$ cat config.mk
export PLATFORM = sky130hd
export DESIGN_NAME = spi_poll_scheduler
export DESIGN_NICKNAME = d
export VERILOG_FILES = /design/src/rtl/spi_poll_scheduler.sv
export SDC_FILE = /design/constraint.sdc
export NUM_CORES = 1
export LEC_CHECK = 0
export BUFFER_PORTS_ARGS = -buffer_cell sky130_fd_sc_hd__buf_2
export CAP_MARGIN = 30
export CORE_UTILIZATION = 45
export CTS_CLUSTER_DIAMETER = 40
export DETAILED_ROUTE_END_ITERATION = 6
export PLACE_DENSITY = 0.68
export SLEW_MARGIN = 25
export SYNTH_ARGS = -nofsm -noshare
export SYNTH_HDL_FRONTEND = slang
export SYNTH_SLANG_ARGS = --single-unit
$ cat constraint.sdc
create_clock -name clk -period 1.9 [get_ports clk]
set_input_delay 0.095 -clock clk [delete_from_list [all_inputs] [get_ports clk]]
set_output_delay 0.095 -clock clk [all_outputs]
set_load 0.01 [all_outputs]
$ cat src/rtl/spi_poll_scheduler.sv
// Periodic sensor-poll sequencer: scans up to 4 SPI chip selects per period,
// runs a 3-byte read on each enabled sensor and emits a 16-bit result.
module spi_poll_scheduler #(
    parameter int          clk_freq = 50000000,
    parameter int          poll_hz  = 100,
    parameter logic [7:0]  CMD      = 8'h80,
    parameter int          CS_GAP   = 4,
    parameter int          TIMEOUT  = 1024
) (
    input  logic        clk,
    input  logic        rst,
    input  logic        enable,
    input  logic [3:0]  cs_mask,
    input  logic        clr_flags,
    output logic [3:0]  spi_cs,
    output logic        m_start,
    output logic [7:0]  m_txdata,
    input  logic        m_done,
    input  logic [7:0]  m_rxdata,
    output logic        res_valid,
    output logic [1:0]  res_idx,
    output logic [15:0] res_data,
    output logic        res_err,
    output logic        busy,
    output logic        overrun,
    output logic        timeout_err
);

    localparam int PERIOD = clk_freq / poll_hz;
    localparam int TW     = $clog2(PERIOD);
    localparam int GW     = $clog2(CS_GAP + 1);
    localparam int WW     = $clog2(TIMEOUT + 1);

    typedef enum logic [2:0] {
        S_IDLE, S_SEL, S_SETUP, S_XFER, S_WAIT, S_HOLD
    } state_e;

    state_e          state_q, state_d;
    logic [TW-1:0]   timer_q, timer_d;
    logic [3:0]      mask_q, mask_d;
    logic [2:0]      ptr_q, ptr_d;
    logic [1:0]      idx_q, idx_d;
    logic [1:0]      bc_q, bc_d;
    logic [GW-1:0]   gap_q, gap_d;
    logic [WW-1:0]   wc_q, wc_d;
    logic [3:0]      cs_q, cs_d;
    logic [7:0]      txd_q, txd_d;
    logic [7:0]      hi_q, hi_d;
    logic [7:0]      lo_q, lo_d;
    logic            err_q, err_d;
    logic            ovr_q, ovr_d;
    logic            terr_q, terr_d;

    logic            tick;
    logic            found;
    logic [1:0]      pick;
    logic            gap_last;

    assign tick     = (timer_q == TW'(PERIOD - 1));
    assign gap_last = (gap_q == GW'(CS_GAP - 1));

    // Lowest latched-mask index at or above the scan pointer.
    always_comb begin
        found = 1'b0;
        pick  = 2'd0;
        for (int i = 3; i >= 0; i--) begin
            if (mask_q[i] && (3'(i) >= ptr_q)) begin
                found = 1'b1;
                pick  = 2'(i);
            end
        end
    end

    // Next-state logic for timer, scan FSM and sticky flags.
    always_comb begin
        state_d = state_q;
        timer_d = tick ? '0 : timer_q + TW'(1);
        mask_d  = mask_q;
        ptr_d   = ptr_q;
        idx_d   = idx_q;
        bc_d    = bc_q;
        gap_d   = gap_q;
        wc_d    = wc_q;
        cs_d    = cs_q;
        txd_d   = txd_q;
        hi_d    = hi_q;
        lo_d    = lo_q;
        err_d   = err_q;
        terr_d  = clr_flags ? 1'b0 : terr_q;
        ovr_d   = clr_flags ? 1'b0 : ovr_q;

        if (tick && (state_q != S_IDLE)) begin
            ovr_d = 1'b1;
        end

        unique case (state_q)
            S_IDLE: begin
                if (tick && enable && (cs_mask != 4'h0)) begin
                    mask_d  = cs_mask;
                    ptr_d   = 3'd0;
                    state_d = S_SEL;
                end
            end
            S_SEL: begin
                if (found) begin
                    idx_d   = pick;
                    cs_d    = ~(4'b0001 << pick);
                    gap_d   = '0;
                    bc_d    = 2'd0;
                    err_d   = 1'b0;
                    hi_d    = 8'h00;
                    lo_d    = 8'h00;
                    state_d = S_SETUP;
                end else begin
                    ptr_d   = 3'd0;
                    state_d = S_IDLE;
                end
            end
            S_SETUP: begin
                if (gap_last) begin
                    txd_d   = CMD | {6'b0, idx_q};
                    state_d = S_XFER;
                end else begin
                    gap_d = gap_q + GW'(1);
                end
            end
            S_XFER: begin
                wc_d    = '0;
                state_d = S_WAIT;
            end
            S_WAIT: begin
                if (m_done) begin
                    if (bc_q == 2'd1) hi_d = m_rxdata;
                    if (bc_q == 2'd2) lo_d = m_rxdata;
                    if (bc_q != 2'd2) begin
                        bc_d    = bc_q + 2'd1;
                        txd_d   = 8'h00;
                        state_d = S_XFER;
                    end else begin
                        cs_d    = 4'hF;
                        gap_d   = '0;
                        state_d = S_HOLD;
                    end
                end else if (wc_q == WW'(TIMEOUT - 1)) begin
                    terr_d  = 1'b1;
                    err_d   = 1'b1;
                    hi_d    = 8'h00;
                    lo_d    = 8'h00;
                    cs_d    = 4'hF;
                    gap_d   = '0;
                    state_d = S_HOLD;
                end else begin
                    wc_d = wc_q + WW'(1);
                end
            end
            S_HOLD: begin
                if (gap_last) begin
                    ptr_d   = {1'b0, idx_q} + 3'd1;
                    state_d = S_SEL;
                end else begin
                    gap_d = gap_q + GW'(1);
                end
            end
            default: state_d = S_IDLE;
        endcase
    end

    // State register with synchronous reset.
    always_ff @(posedge clk) begin
        if (rst) begin
            state_q <= S_IDLE;
            timer_q <= '0;
            mask_q  <= 4'h0;
            ptr_q   <= 3'd0;
            idx_q   <= 2'd0;
            bc_q    <= 2'd0;
            gap_q   <= '0;
            wc_q    <= '0;
            cs_q    <= 4'hF;
            txd_q   <= 8'h00;
            hi_q    <= 8'h00;
            lo_q    <= 8'h00;
            err_q   <= 1'b0;
            ovr_q   <= 1'b0;
            terr_q  <= 1'b0;
        end else begin
            state_q <= state_d;
            timer_q <= timer_d;
            mask_q  <= mask_d;
            ptr_q   <= ptr_d;
            idx_q   <= idx_d;
            bc_q    <= bc_d;
            gap_q   <= gap_d;
            wc_q    <= wc_d;
            cs_q    <= cs_d;
            txd_q   <= txd_d;
            hi_q    <= hi_d;
            lo_q    <= lo_d;
            err_q   <= err_d;
            ovr_q   <= ovr_d;
            terr_q  <= terr_d;
        end
    end

    assign spi_cs      = cs_q;
    assign m_start     = (state_q == S_XFER);
    assign m_txdata    = txd_q;
    assign res_valid   = (state_q == S_HOLD) && gap_last;
    assign res_idx     = idx_q;
    assign res_data    = {hi_q, lo_q};
    assign res_err     = err_q;
    assign busy        = (state_q != S_IDLE);
    assign overrun     = ovr_q;
    assign timeout_err = terr_q;

endmodule

# Word level (Yosys, flattened, before mapping)
# Index checks and enable logic that the tools add are counted.
dict set report classes {
  add_sub_neg 5
  n_lt_le_gt_ge 4
  n_eq_ne 26
  shift 1
  n_mux 60
  bitwise 1
  reduce_logical 31
}
# operator count
set ops {}
lappend ops {{two-way mux 8 bit} 9}
lappend ops {{case mux 8 bit (2 select lines)} 3}
lappend ops {{two-way mux 3 bit} 14}
lappend ops {{AND reduction 4 bit} 8}
lappend ops {{inequality test 2 bit (second input constant)} 12}
lappend ops {{two-way mux 11 bit} 2}
lappend ops {{case mux 11 bit (2 select lines)} 1}
lappend ops {{adder 19 x 1 -> 19 bit (second input constant)} 1}
lappend ops {{equality test 19 bit (second input constant)} 1}
lappend ops {{case mux 3 bit (3 select lines)} 2}
lappend ops {{case mux 3 bit (6 select lines)} 1}
lappend ops {{two-way mux 2 bit} 8}
lappend ops {{two-way mux 4 bit} 4}
lappend ops {{two-way mux 1 bit} 13}
lappend ops {{inequality test 3 bit (second input constant)} 4}
lappend ops {{adder 11 x 1 -> 11 bit (second input constant)} 1}
lappend ops {{equality test 11 x 10 -> 1 bit (second input constant)} 1}
lappend ops {{equality test 3 x 2 -> 1 bit (second input constant)} 3}
lappend ops {{nonzero test 3 bit} 3}
lappend ops {{logical AND 1 bit} 8}
lappend ops {{case mux 4 bit (2 select lines)} 1}
lappend ops {{nonzero test 2 bit} 4}
lappend ops {{equality test 3 bit (second input constant)} 2}
lappend ops {{>= comparator 1 x 3 -> 1 bit (first input constant)} 2}
lappend ops {{17 further kinds} 20}
dict set report word_totals {
  reg_bits 78
  input_bits 17
  out_inout_bits 36
  elab_cells 143
}

# Longest topological paths before layout
# Gate-level depths: netlist of run 1.
dict set report depth {
  ltp_word 10
  mapped_depth 8
  ltp_nobuf 7
}

# Least setup slack after synthesis of run 1
# No wires, ideal clock.
dict set report synth_timing {
  path_kind {reg2reg}
  startpoint {reg timer_q[0]}
  endpoint {reg timer_q[10]}
  setup_time_ns 0.128
  t_arrival_ns 1.773
  required_time_ns 1.772
  setup_slack_ns -0.001
  path_stages_with_launch 9
  path_buffers 3
  synth_period_minus_slack_ns 1.901
  cell_sequence {dfxtp_1 > ha_1 > and4_1 > and3_1 > clkbuf_1 > a21o_1 > clkbuf_1 > clkbuf_1 > nor2_1}
}
dict set report synth_via {
  elab_chain_len 2
  elab_cells_between_ends 3
  classes_between {add/sub: 1; eq/ne: 1; reduce/logical: 1}
}
# element line_no
set synth_rtl {}
lappend synth_rtl {{start, declared} 39} ;# logic [TW-1:0] timer_q, timer_d;
lappend synth_rtl {{start signal, assigned} 188} ;# timer_q <= timer_d;
lappend synth_rtl {{branches (longest 2 deep; another with adder 19 x 1 -> 19 bit)} n/a}
# Parallel ways; which one is timed is not known.
# A chain may end at the register's enable or synchronous reset.

# Final worst setup path of run 1
dict set report layout_timing {
  startpoint {reg state_q[0]}
  endpoint {reg wc_q[7]}
}
dict set report layout_via {
  elab_chain_len 3
  elab_cells_between_ends 7
  classes_between {eq/ne: 4; mux: 1; reduce/logical: 2}
}
# element line_no
set layout_rtl {}
lappend layout_rtl {{start, declared} 38} ;# state_e state_q, state_d;
lappend layout_rtl {{start signal, assigned} 187} ;# state_q <= state_d;
lappend layout_rtl {{equality test 3 bit / equality test 3 x 2 -> 1 bit (equally long branches)} 96} ;# unique case (state_q)
lappend layout_rtl {{inequality test 2 bit (no source line) / nonzero test 2 bit (equally long branches)} n/a}
lappend layout_rtl {{AND reduction 3 bit (no source line)} n/a}
lappend layout_rtl {{end signal, assigned} 194} ;# wc_q <= wc_d;
lappend layout_rtl {{end, declared} 45} ;# logic [WW-1:0] wc_q, wc_d;
# Parallel ways exist; a longest one is shown, timed or not.

==> flow_metrics.py, run 1 <==
metrics = {
    "placement": {
        "gp_congestion": 0.8363,
        "port_buffers": 47,
        "hpwl_um": 5287,
    },
    "global_routing": {
        "grt_max_degree": 34,
        "gr-usage-all-layers_pct": 19.35,
        "first_global_vias": 2726,
        "grt_pass1_wl_um": 12630,
        "grt_overflow": 0,
        "antenna_found_initial": 0,
    },
    "run_status": {
        "outcome": "complete, no violations",
    },
    "logic_synthesis": {
        "postSynthRegisterBits": 73,
        "yosysSeqAreaShare_pct": 42.00,
        "yosys_warnings": 0,
        "synth_area_per_cell_um2": 8.528,
        "async_flop_share_pct": 0,
        "ys.flop_type": "dfxtp_1",
        "synth_cells": 408,
        "synth.distinct_cells": 55,
        "synth-edff-count": 0,
        "netlist_area_um2": 3480,
    },
    "timing": {
        "fin_crit_sh_pct": 95.80,
        "fmax_ghz": 0.5494,
        "slew_headroom_pct": 59.89,
        "grt_setup_unrepaired": "no",
        "setup-violations-final": 0,
        "finalCriticalPeriod_ns": 1.820,
        "whs_ns": 0.02392,
        "final_hold_viol_count": 0,
        "tightest_slew_ns": 0.6016,
        "slew_viol_final": 0,
        "finalClockSkew_ns": 0.01274,
    },
    "pwr": {
        "p_clk_share_pct": 42.5,
        "power_frac_comb_pct": 3.1,
        "total_power_mw": 2.833,
        "vdd_ir_drop_max_uv": 525.2,
        "power.leakage_nw": 1.609,
        "p_seq_share_pct": 54.3,
        "switching_share_pct": 22.86,
        "p_sw_uw": 647.6,
        "internal_power_mw": 2.185,
        "p_per_area_nw_per_um2": 666.0,
    },
    "floorplan": {
        "dieArea_um2": 8088,
        "core_um2": 7370,
        "boundaryPins": 53,
        "start_util_pct": 47.22,
        "die_w_um": 89.94,
        "die_h_um": 89.94,
        "fp-row-count": 31,
    },
    "critical_path": {
        "crit_type": "reg2reg",
        "cp-start-kind": "register",
        "end_kind": "register",
        "critical_path.max_fanout": 8,
        "cp_data_arrival_time_ns": 2.04,
        "required_ns": 2.12,
    },
    "clocking": {
        "clk_pin_slew_worst_paths_ns": 0.07,
        "ctsRootBufferMaster": "clkbuf_8",
        "cts_buffer_depth": 2,
        "cts_tree": "yes",
        "htreeDepth": 3,
        "cts.sinks": 73,
        "cts_made_buffers": 9,
        "insertion_delay_ns": 0.35,
        "postCtsSetupBuffers": 0,
    },
    "detailed_routing": {
        "drcViolationCount": 0,
        "wire_per_inst_um": 12.95,
        "ant_nets": 0,
        "first_iter_violations": 177,
        "wl_um": 7524,
        "dr.pass1.iters": 4,
        "vias": 3032,
        "vias_per_cell": 5.219,
    },
    "finish": {
        "nets": 501,
        "syn2layout_area_growth_pct": 22.22,
        "n_antenna_cell": 0,
        "drive_above_1_share_pct": 20.95,
    },
    "job": {
        "drv_cap": 0,
    },
    "worst_hold_path": {
        "hold_path_class": "in2reg",
    },
}
==> placed cells by master, fill, tap and decap left out, types with 6 or more instances in the layout <==
master | synthesis | layout
nor3_1 | 10 | 10
nand3_1 | 13 | 12
xor2_1 | 7 | 7
clkbuf_8 | 0 | 9
nor2_1 | 44 | 44
nand2b_1 | 15 | 15
o21ai_1 | 18 | 22
mux2i_1 | 6 | 6
a21oi_1 | 21 | 21
buf_4 | 5 | 19
nor2b_1 | 20 | 20
buf_2 | 2 | 47
dfxtp_1 | 73 | 72
nand2_1 | 31 | 31
inv_1 | 12 | 12
xnor2_1 | 17 | 17
dlygate4sd3_1 | 0 | 10
o21ai_0 | 19 | 15
==> layout make-up <==
class | instances | area [um2]
Multi-Input combinational cell | 302 | 1899
Clock buffer | 10 | 127.6
Inverter | 12 | 45.04
Sequential cell | 73 | 1463
Fill cell | 682 | 3117
Timing Repair Buffer | 79 | 525.5
Clock inverter | 6 | 68.82
Tap cell | 99 | 123.9
==> per-stage QoR <==
step / area (um2) / instances / setup WS (ns) / utilization, % / TNS, ns
3_3_place_gp: 3911 / 554 / 0.06431 / 53.07 / 0
3_5_place_dp: 3911 / 554 / -0.01965 / 53.07 / -0.01965
5_1_grt: 4253 / 581 / 0.002154 / 57.71 / 0
2_1_floorplan: 3496 / 412 / 0.01312 / - / 0
6_report: 4253 / 581 / 0.07973 / 57.71 / 0
4_1_cts: 4199 / 579 / 0.001662 / 56.98 / 0
==> power groups by stage <==
stage / registers, mW / logic [mW] / clock network (mW)
3_5_place_dp: 1.57 / 0.0731 / 0
6_report: 1.54 / 0.0891 / 1.20
3_3_place_gp: 1.57 / 0.0720 / 0
5_1_grt: 1.54 / 0.100 / 1.29
4_1_cts: 1.54 / 0.0874 / 1.23
2_1_floorplan: 1.57 / 0.0505 / 0
==> critical path, cell delays in order (launching register included) <==
cell and delay (ns):
dfxtp_1 0.36, or3b_1 0.41, or2_4 0.26, buf_4 0.17, nor4_2 0.30, xnor2_1 0.15, nor2_1 0.05
==> path summary, 6_finish.rpt <==
check | cells after the start | slack [ns] | startpoint | end
worst max-delay path | 6 | 0.08 | state_q[0] | wc_q[7]
worst min-delay path | 3 | 0.02 | m_rxdata[1] | lo_q[1]
worst max register to register | 6 | 0.08 | state_q[0] | wc_q[7]
worst min register to register | 2 | 0.46 | timeout_err | timeout_err
==> synthesized netlist by cell type (all sizes together), types with 2 or more instances <==
| cell | number | area share [%] |
|---|---|---|
| dfxtp | 73 | 42 |
| nor2 | 45 | 5.1 |
| o21ai | 37 | 5.3 |
| nand2 | 31 | 3.3 |
| a21oi | 22 | 3.3 |
| nor2b | 20 | 3.6 |
| xnor2 | 17 | 4.3 |
| clkbuf | 15 | 1.7 |
| nand2b | 15 | 2.7 |
| nand3 | 13 | 1.9 |
| inv | 12 | 1.3 |
| buf | 10 | 2.1 |
| nor3 | 10 | 1.4 |
| ha | 7 | 2.5 |
| xor2 | 7 | 1.8 |
| mux2i | 6 | 1.7 |
| a211oi | 5 | 1.1 |
| and3 | 5 | 0.90 |
| nand4 | 5 | 0.90 |
| nor4 | 5 | 1.3 |
| nand3b | 4 | 0.86 |
| o2bb2ai | 4 | 1.0 |
| o32a | 4 | 1.2 |
| o32ai | 4 | 1.5 |
| or3 | 4 | 0.72 |
| nor3b | 3 | 0.79 |
| nor4b | 3 | 0.76 |
| a21o | 2 | 0.43 |
| and4 | 2 | 0.50 |
| o211ai | 2 | 0.43 |
| o22ai | 2 | 0.36 |
==> kinds of logic (layout without fill, tap and decap cells) <==
logic type	count (synthesis)	count (layout)	share of synthesized area, %
flip-flops	73	73	42.00
adder cells (fa/ha/maj)	7	7	2.517
AND/OR/NAND/NOR	170	170	25.93
buffers and inverters	37	107	5.070
multiplexers	6	6	1.726
XOR/XNOR	24	24	6.041
other	1	5	0.1078
AO/OA/AOI/OAI	90	90	16.61
==> sequential cells by signal, indices dropped and copies added (netlist names), 4 cells and up <==
signal,count
timer_q,19
wc_q,11
hi_q,8
lo_q,8
mask_q,4
spi_cs,4
==> repair_timing <==
action	in CTS	in global routing
gates resized for setup	1	15
hold buffers	9	1
endpoints found under the hold margin	9	1
pin swaps	0	2
endpoints found under the setup margin	1	28
==> layer usage <==
| layer | share of wire, % | global-route usage [%] | vias up |
|---|---|---|---|
| met5 | 0 | 0 | - |
| met4 | 1.3 | 4.973 | 0 |
| met3 | 5.3 | 6.345 | 11 |
| met2 | 45 | 30.06 | 82 |
| met1 | 48 | 25.93 | 1381 |
| li1 | - | - | 1558 |
No activity file was read; power rests on OpenSTA's default activity.
==> run 2: changes to the inputs <==
--- a/config.mk
+++ b/config.mk
@@ -11,6 +11,7 @@
 export CTS_CLUSTER_DIAMETER = 40
 export DETAILED_ROUTE_END_ITERATION = 6
 export PLACE_DENSITY = 0.68
+export RECOVER_POWER = 100
 export SLEW_MARGIN = 25
 export SYNTH_ARGS = -nofsm -noshare
 export SYNTH_HDL_FRONTEND = slang
==> flow_metrics.py, run 2 (synthesized netlist as in run 1, its figures left out) <==
metrics = {
    "clocking": {
        "htreeDepth": 3,
        "insertion_delay_ns": 0.35,
        "cts.sinks": 73,
        "postCtsSetupBuffers": 0,
        "ctsRootBufferMaster": "clkbuf_8",
        "cts_tree": "yes",
        "cts_buffer_depth": 2,
        "clk_pin_slew_worst_paths_ns": 0.07,
        "cts_made_buffers": 9,
    },
    "finish": {
        "largest_reg_flops": 19,
        "multiInputGateArea_um2": 1894,
        "drive_above_1_share_pct": 13.90,
        "n_antenna_cell": 0,
        "final_cell_mix": "dfxtp_1, nor2_1, clkbuf_1",
        "finalCoreUtilization_pct": 56.93,
        "nets": 501,
        "final-seq-area_um2": 1461,
        "syn2layout_area_growth_pct": 20.57,
        "top_register": "timer_q",
        "fillers": 704,
        "largest_registers": "timer_q (19), wc_q (11)",
        "final_common_cell": "dfxtp_1",
        "fin_cells": 581,
    },
    "critical_path": {
        "crit_type": "reg2reg",
        "max_stage_delay_ns": 0.41,
        "cp_data_arrival_time_ns": 2.04,
        "slowest_stage": "or3b_1",
        "crit_chain": "or3b_1 -> or2_4 -> buf_4 -> nor4_2 -> xnor2_1 -> nor2_1",
        "required_ns": 2.12,
        "cp-start-kind": "register",
        "critical_path.max_fanout": 8,
        "end_kind": "register",
    },
    "pwr": {
        "p_per_area_nw_per_um2": 673.2,
        "power.leakage_nw": 1.476,
        "vdd_ir_drop_max_uv": 523.4,
    },
    "placement": {
        "hpwl_um": 5287,
        "dp.cells": 554,
        "gp_congestion": 0.8363,
        "port_buffers": 47,
    },
    "floorplan": {
        "fp-row-count": 31,
        "die_h_um": 89.94,
        "boundaryPins": 53,
        "core_um2": 7370,
        "dieArea_um2": 8088,
        "die_w_um": 89.94,
        "start_util_pct": 47.22,
    },
    "timing": {
        "fmax_ghz": 0.5500,
        "finalClockSkew_ns": 0.01203,
        "fin_crit_sh_pct": 95.70,
        "final_hold_viol_count": 0,
        "grt_setup_unrepaired": "no",
        "setup-violations-final": 0,
        "slew_viol_final": 0,
        "tightest_slew_ns": 0.6104,
        "finalCriticalPeriod_ns": 1.818,
        "slew_headroom_pct": 59.31,
    },
    "detailed_routing": {
        "ant_nets": 0,
        "wire_per_inst_um": 12.90,
        "vias_per_cell": 5.220,
        "dr.pass1.iters": 4,
        "first_iter_violations": 166,
        "wl_um": 7494,
        "drcViolationCount": 0,
        "vias": 3033,
    },
    "global_routing": {
        "gr-usage-all-layers_pct": 19.35,
        "grt_pass1_wl_um": 12630,
        "grt_overflow": 0,
        "first_global_vias": 2726,
        "grt_max_degree": 34,
        "antenna_found_initial": 0,
    },
    "worst_hold_path": {
        "hold_path_class": "in2reg",
    },
    "run_status": {
        "outcome": "complete, no violations",
    },
    "job": {
        "drv_cap": 0,
    },
}
## run 2: cell count changes in the layout (fill, tap and decap cells not counted)
cell      delta
clkbuf_1    +33
buf_2       -31
o21ai_0      +8
o21ai_1      -8
buf_4        -4
clkbuf_2     +2
dfxtp_1      +1
dfxtp_2      -1
nor2_2       +1
nor2_4       -1
## run 2: path summary, 6_finish.rpt
kind	slack, ns	startpoint	endpoint	cells past startpoint
worst min register to register	0.47	timeout_err	timeout_err	2
worst max register to register	0.08	state_q[0]	wc_q[7]	6
worst min-delay path	0.02	m_rxdata[1]	lo_q[1]	3
worst max-delay path	0.08	state_q[0]	wc_q[7]	6
## run 2: cell type report
class / count / area share [%]
Clock buffer: 10 / 3.042
Clock inverter: 6 / 1.640
Inverter: 12 / 1.074
Multi-Input combinational cell: 302 / 45.15
Sequential cell: 73 / 34.83
Tap cell: 99 / 2.953
Timing Repair Buffer: 79 / 11.30
## run 2: per-stage QoR
| stage | power [mW] | instance area, um2 | TNS, ns | worst slack (ns) | hold WS, ns |
|---|---|---|---|---|---|
| 6_report | 2.824 | 4195 | 0 | 0.08168 | 0.02248 |
| 2_1_floorplan | 1.625 | 3496 | 0 | 0.01312 | 0.2389 |
| 3_3_place_gp | 1.647 | 3911 | 0 | 0.06431 | 0.3474 |
| 4_1_cts | 2.853 | 4199 | 0 | 0.001662 | 0.006603 |
| 5_1_grt | 2.929 | 4195 | 0 | 0.003042 | 0.01720 |
| 3_5_place_dp | 1.648 | 3911 | -0.01965 | -0.01965 | 0.3560 |
## run 2: metal layers
layer	share of wire (%)	wire (um)	global-route usage, %
met4	1.3	99	4.973
met2	46	3428	30.06
met5	0	0	0
met1	48	3627	25.93
met3	4.5	339	6.345
## run 2: where the power goes
part	switching, mW	internal [mW]
Clock	0.586	0.611
Combinational	0.0491	0.0384
Sequential	0.00531	1.53
## run 2: worst max-delay path: cells and delay by family (launching register included)
family | cells | cell delay (ns)
AND/OR/NAND/NOR | 4 | 1.02
XOR/XNOR | 1 | 0.15
buffers and inverters | 1 | 0.17
flip-flops | 1 | 0.36
## run 2: what timing repair did
action                                  4_1_cts  5_1_grt
hold buffers                                  9        1
hold endpoints to repair                      9        1
endpoints found under the setup margin        1       28
cloned                                        0        0
resized for setup                             1       15
pin swaps                                     0        2
